<file path="config.mk">
export PLATFORM = sky130hd
export DESIGN_NAME = bsg_cat_map_ctrl
export DESIGN_NICKNAME = d
export VERILOG_FILES = /design/src/rtl/bsg_cat_map_ctrl.sv
export SDC_FILE = /design/constraint.sdc
export NUM_CORES = 1
export LEC_CHECK = 0
export BUFFER_PORTS_ARGS = -buffer_cell sky130_fd_sc_hd__clkbuf_2
export CAP_MARGIN = 20
export CORE_ASPECT_RATIO = 2
export CORE_UTILIZATION = 53
export CTS_BUF_LIST = sky130_fd_sc_hd__clkbuf_2
export CTS_CLUSTER_DIAMETER = 50
export DETAILED_ROUTE_END_ITERATION = 12
export PLACE_DENSITY = 0.82
export SETUP_SLACK_MARGIN = 0.15
export SYNTH_ARGS = -nofsm -noshare
export SYNTH_HDL_FRONTEND = slang
export SYNTH_SLANG_ARGS = --single-unit
</file>
<file path="constraint.sdc">
create_clock -name clk_i -period 3.9 [get_ports clk_i]
set_input_delay 0.195 -clock clk_i [delete_from_list [all_inputs] [get_ports clk_i]]
set_output_delay 0.195 -clock clk_i [all_outputs]
set_load 0.005 [all_outputs]
</file>
<file path="src/rtl/bsg_cat_map_ctrl.sv">
// Framing/control around the Arnold-cat cell array: load words, pulse update,
// run the array for key cycles, capture the result and stream it back out.
module bsg_cat_map_ctrl #(
  parameter int board_width_p = 8,
  parameter int word_width_p  = 8,
  parameter int iter_width_p  = 16,
  localparam int num_cells_lp = board_width_p * board_width_p,
  localparam int num_words_lp = num_cells_lp / word_width_p,
  localparam int idx_w_lp     = (num_words_lp > 1) ? $clog2(num_words_lp) : 1
) (
  input  logic                    clk_i,
  input  logic                    reset_n_i,
  input  logic [word_width_p-1:0] in_data_i,
  input  logic                    in_v_i,
  input  logic [iter_width_p-1:0] in_key_i,
  output logic                    in_ready_o,
  output logic [num_cells_lp-1:0] ca_data_o,
  output logic                    ca_update_o,
  output logic                    ca_en_o,
  input  logic [num_cells_lp-1:0] ca_data_i,
  output logic [word_width_p-1:0] out_data_o,
  output logic                    out_v_o,
  input  logic                    out_ready_i,
  output logic                    busy_o
);

  localparam logic [2:0] S_LOAD    = 3'd0;
  localparam logic [2:0] S_UPDATE  = 3'd1;
  localparam logic [2:0] S_RUN     = 3'd2;
  localparam logic [2:0] S_CAPTURE = 3'd3;
  localparam logic [2:0] S_UNLOAD  = 3'd4;

  logic [2:0]              r_state;
  logic [idx_w_lp-1:0]     r_idx;
  logic [iter_width_p-1:0] r_iter;
  logic [iter_width_p-1:0] r_cnt;
  logic [num_cells_lp-1:0] r_frame;
  logic                    w_last;

  assign w_last = (r_idx == idx_w_lp'(num_words_lp - 1));

  // Every output is a decode of state or a register, so neither handshake
  // input has a combinational path to an output.
  assign in_ready_o  = (r_state == S_LOAD);
  assign ca_update_o = (r_state == S_UPDATE);
  assign ca_en_o     = (r_state == S_RUN);
  assign out_v_o     = (r_state == S_UNLOAD);
  assign busy_o      = (r_state != S_LOAD);
  assign ca_data_o   = r_frame;
  assign out_data_o  = r_frame[r_idx*word_width_p +: word_width_p];

  always_ff @(posedge clk_i or negedge reset_n_i) begin
    if (!reset_n_i) begin
      r_state <= S_LOAD;
      r_idx   <= '0;
      r_iter  <= '0;
      r_cnt   <= '0;
      r_frame <= '0;
    end else begin
      case (r_state)
        S_LOAD: if (in_v_i) begin
          r_frame[r_idx*word_width_p +: word_width_p] <= in_data_i;
          if (r_idx == '0) r_iter <= in_key_i;
          if (w_last) begin
            r_idx   <= '0;
            r_state <= S_UPDATE;
          end else begin
            r_idx <= r_idx + idx_w_lp'(1);
          end
        end
        S_UPDATE: begin
          r_cnt   <= r_iter;
          r_state <= (r_iter != '0) ? S_RUN : S_CAPTURE;
        end
        // r_cnt is never 0 here: a zero key bypasses RUN entirely
        S_RUN: begin
          r_cnt <= r_cnt - iter_width_p'(1);
          if (r_cnt == iter_width_p'(1)) r_state <= S_CAPTURE;
        end
        S_CAPTURE: begin
          r_frame <= ca_data_i;
          r_state <= S_UNLOAD;
        end
        S_UNLOAD: if (out_ready_i) begin
          if (w_last) begin
            r_idx   <= '0;
            r_state <= S_LOAD;
          end else begin
            r_idx <= r_idx + idx_w_lp'(1);
          end
        end
        default: r_state <= S_LOAD;
      endcase
    end
  end

endmodule

</file>
==> summary.md <==
| Metric | Value |
|---|---|
| TritonCTS buffer count | 9 |
| R2r endpoint | ca_data_o[36]$_DFFE_PN0P_ |
| Post-route DRC | 0 |
| Final worst-path cycle share | 0.9172 |
| CTS tree | done |
| FILL cells | 617 |
| Crit Path Max Fanout | 13 |
| Slew HR | 0.4492 |
| Critical Path RT | 4.45 ns |
| First-pass GRT wire length | 31880 microns |
| Vias/cell | 6.407 |
| Clock skew | 0.04645 ns |
| Fin Hold WS | -0.003825 ns |
| Status | complete, but fails checks |
| Count of pins over their slew limit | 0 |
| Critical-path cell with the highest stage delay | dfrtp_1 |
| Final hold violation count | 1 |
| Die ar. | 0.01072 sq mm |
| Reg-to-Reg Start | r_idx[2]$_DFFE_PN0P_ |
| Setup crit start kind | flop |
| Worst setup EP type | flop |
| Flop-to-flop setup slack | 0.32 ns |
| H-tree depth | 3 |
| CTS Sinks | 102 |
| Core area | 0.01008 sq mm |
| RSZ-0062 raised after global routing | no |
| Synthesized net count | 623 |
| Hold_sp | in_data_i[3] |
| Clk buf depth | 2 |
| VDD IR max | 520.2 uV |
| Clk slew on worst S/H paths | 0.32 ns |
| Fin nets | 879 |
| Avg Inst Size Synth | 10.41 sq um |
| Pin count of the biggest net entering global routing | 64 |
| Initial antenna violation count | 1 |
| Latest clock arrival within the worst-skew pair | 0.64 ns |
| Layout cells sized above 1 | 0.3108 |
| CP cell instances | clkinv_1, ha_1, nand2b_1, nor4_4, buf_12, mux2i_1, a21oi_1, dlygate4sd3_1 |
| Minimum clock period | 3.577 ns |
| Final wirelength | 20730 microns |
| Main synth FF type | dfrtp_1 |
| CP top delay family | buffers and inverters |
| Setup WS post-layout | 0.3229 ns |
| Hold Path Sink | ca_data_o[35]$_DFFE_PN0P_ |
| DR WL/cell | 22.53 microns |
| Drt pass-1 iters | 6 |
| Cell area power density | 740.4 mW/mm^2 |
| Initial DRC count | 693 |
| Fmax achieved | 279.6 MHz |
| Leak | 3.613 nW |
| Worst hold path type | primary input to flop |
| Die X | 73.72 microns |
| Crit Path Class | flop to flop |
| Failing checks | negative hold slack |
| CP bufs+invs | 3 |
| Vias | 5894 |
| Worst slew pin tran | 0.8237 ns |
| Fin area | 0.007530 sq mm |
| Post-DP HPWL | 12890 microns |
| Gpl congestion | 1.015 |
| Die Y | 145.4 microns |
| Initial Util | 0.5407 |
| Vias in the first global route | 6032 |
| Hold depth | 3 |
| Post-synthesis sequential area ratio | 0.4681 |
| ANT cells | 0 |
| Post-synth cell types | 59 |
| Final ANT Viol Nets | 0 |
| R2R cell count | 8 |
| Dpl cell area | 0.006404 sq mm |
| CP max stage delay | 0.71 ns |
| Seq cells post-synth | 102 |
| Count of boundary I/O pins | 169 |
| Gr usage total | 0.4047 |
| Post-Route Setup TNS | 0 ns |
| Post-CTS Resized | 0 |
| Site Rows | 52 |
| Root buf cell | clkbuf_2 |
| CP Data Arrival Time | 4.13 ns |
| Syn Std Cell Area | 0.005453 sq mm |
| Setup violation total in the final timing report | 0 |
| Max-cap check violation count | 0 |
| Area Growth Syn to Fin | 38.09% |
| Pre-CTS setup slack | 0.8825 ns |
| PortBufs | 168 |
| Asr flop ratio synth | 1.000 |
| Syn Inst Count | 524 |
| GRT Residual Overflow | 0 |
| Syn. warnings | 0 |
| Post-synth EDFFs | 0 |
how the worst max path moves through the flow:
stage                               from                   endpoint  slack, ns  depth (start not counted)
global placement    r_idx[2]$_DFFE_PN0P_  ca_data_o[21]$_DFFE_PN0P_        1.0                          6
CTS                 r_idx[2]$_DFFE_PN0P_  ca_data_o[36]$_DFFE_PN0P_       0.30                          7
detailed placement  r_idx[2]$_DFFE_PN0P_  ca_data_o[19]$_DFFE_PN0P_       0.88                          6
floorplan           r_idx[0]$_DFFE_PN0P_   ca_data_o[1]$_DFFE_PN0P_       0.64                          9
global route        r_idx[2]$_DFFE_PN0P_  ca_data_o[36]$_DFFE_PN0P_       0.32                          8
finish              r_idx[2]$_DFFE_PN0P_  ca_data_o[36]$_DFFE_PN0P_       0.32                          8
metal layers:
metal | part of all wire | track usage | vias to the layer above
met4 | 0.091 | 0.3010 | 0
li1 | - | - | 2471
met5 | 0 | 0 | -
met1 | 0.31 | 0.4117 | 2776
met2 | 0.50 | 0.6509 | 489
met3 | 0.10 | 0.1530 | 158
stage by stage:
step	std cells	hold WS, ns	power (mW)	util
2_1_floorplan	524	-0.1006	3.671	-
3_3_place_gp	801	0.3122	4.625	0.6350
3_5_place_dp	801	0.3321	4.737	0.6350
4_1_cts	918	0.002862	5.341	0.7439
5_1_grt	920	0.01585	5.885	0.7467
6_report	920	-0.003825	5.575	0.7467
worst register-to-register path: stages (launching register included):
cell and delay, ns:
dfrtp_1 0.71, clkinv_1 0.47, ha_1 0.63, nand2b_1 0.21, nor4_4 0.36, buf_12 0.18, mux2i_1 0.26, a21oi_1 0.11
dlygate4sd3_1 0.60
cell usage after synthesis, types with 2 or more instances:
master / n / area share
dfrtp_1: 102 / 0.47
nand2_1: 74 / 0.051
nor2_1: 40 / 0.028
clkbuf_1: 26 / 0.018
o21ai_0: 25 / 0.023
mux2_2: 20 / 0.041
mux2i_1: 19 / 0.035
a21oi_1: 18 / 0.017
mux4_2: 16 / 0.066
a21o_1: 15 / 0.021
a22o_1: 15 / 0.024
a22oi_1: 14 / 0.019
nor3_1: 12 / 0.011
a221o_1: 10 / 0.018
inv_1: 10 / 0.0069
nand3_1: 10 / 0.0092
ha_1: 7 / 0.016
a31oi_1: 6 / 0.0069
o211ai_1: 6 / 0.0083
or3_1: 6 / 0.0069
buf_1: 5 / 0.0034
nor4_1: 5 / 0.0057
or4_1: 5 / 0.0069
and3_1: 4 / 0.0046
buf_2: 4 / 0.0037
nand2b_1: 4 / 0.0046
nor4_2: 4 / 0.0092
nand4_1: 3 / 0.0034
or2_2: 3 / 0.0034
a211o_1: 2 / 0.0032
clkinv_1: 2 / 0.0014
nor4_4: 2 / 0.0078
o21a_1: 2 / 0.0028
o221a_2: 2 / 0.0041
o2bb2ai_1: 2 / 0.0032
registers in the layout, summed over array words and instances (netlist names):
signal	flops
r_iter	16
ca_data_o	64
r_state	3
r_cnt	16
r_idx	3
area by class of cell:
class | instances | area (sq um) | area share
clock inverter | 6 | 37.54 | 0.004985
inverter | 12 | 45.04 | 0.005982
sequential | 102 | 2552 | 0.3390
clock buffer | 10 | 50.05 | 0.006647
timing repair buffer | 280 | 1949 | 0.2589
multi-input combinational | 375 | 2726 | 0.3621
tap | 135 | 168.9 | 0.02243
placed cells by master (no fill, tap or decap), types with 5 or more instances in the layout:
| cell type | n |
|---|---|
| a21o_1 | 15 |
| mux2i_1 | 19 |
| dfrtp_1 | 102 |
| o211ai_1 | 6 |
| dlygate4sd3_1 | 101 |
| or3_1 | 6 |
| a21oi_1 | 18 |
| buf_4 | 11 |
| clkbuf_2 | 177 |
| nor3_1 | 12 |
| nor4_1 | 5 |
| ha_1 | 7 |
| o21ai_0 | 25 |
| nor2_1 | 39 |
| a22oi_1 | 14 |
| mux2_2 | 20 |
| inv_1 | 10 |
| a22o_1 | 15 |
| or4_1 | 5 |
| nand2_1 | 74 |
| a221o_1 | 10 |
| a31oi_1 | 6 |
| mux4_2 | 16 |
| nand3_1 | 10 |
where the power goes:
| part | switching, mW | internal [mW] |
|---|---|---|
| clock | 0.372 | 0.0849 |
| sequential | 0.557 | 1.55 |
| combinational | 1.58 | 1.43 |
| total | 2.51 | 3.07 |
timing repair:
item,4_1_cts,5_1_grt
buffers inserted,0,2
endpoints found under the setup margin,0,4
hold buffers,101,0
hold endpoints to repair,145,0
cells by family (layout without fill, tap and decap cells):
kind of cell,after synthesis,count (layout),share of synthesized area
AND/OR/NAND/NOR,183,183,0.1693
AO/OA/AOI/OAI,129,129,0.1694
flip-flops,102,102,0.4681
multiplexers,55,55,0.1423
buffers and inverters,47,308,0.03327
adder cells (fa/ha/maj),7,7,0.01606
XOR/XNOR,1,1,0.001607
Power figures use the tool's default switching activity.
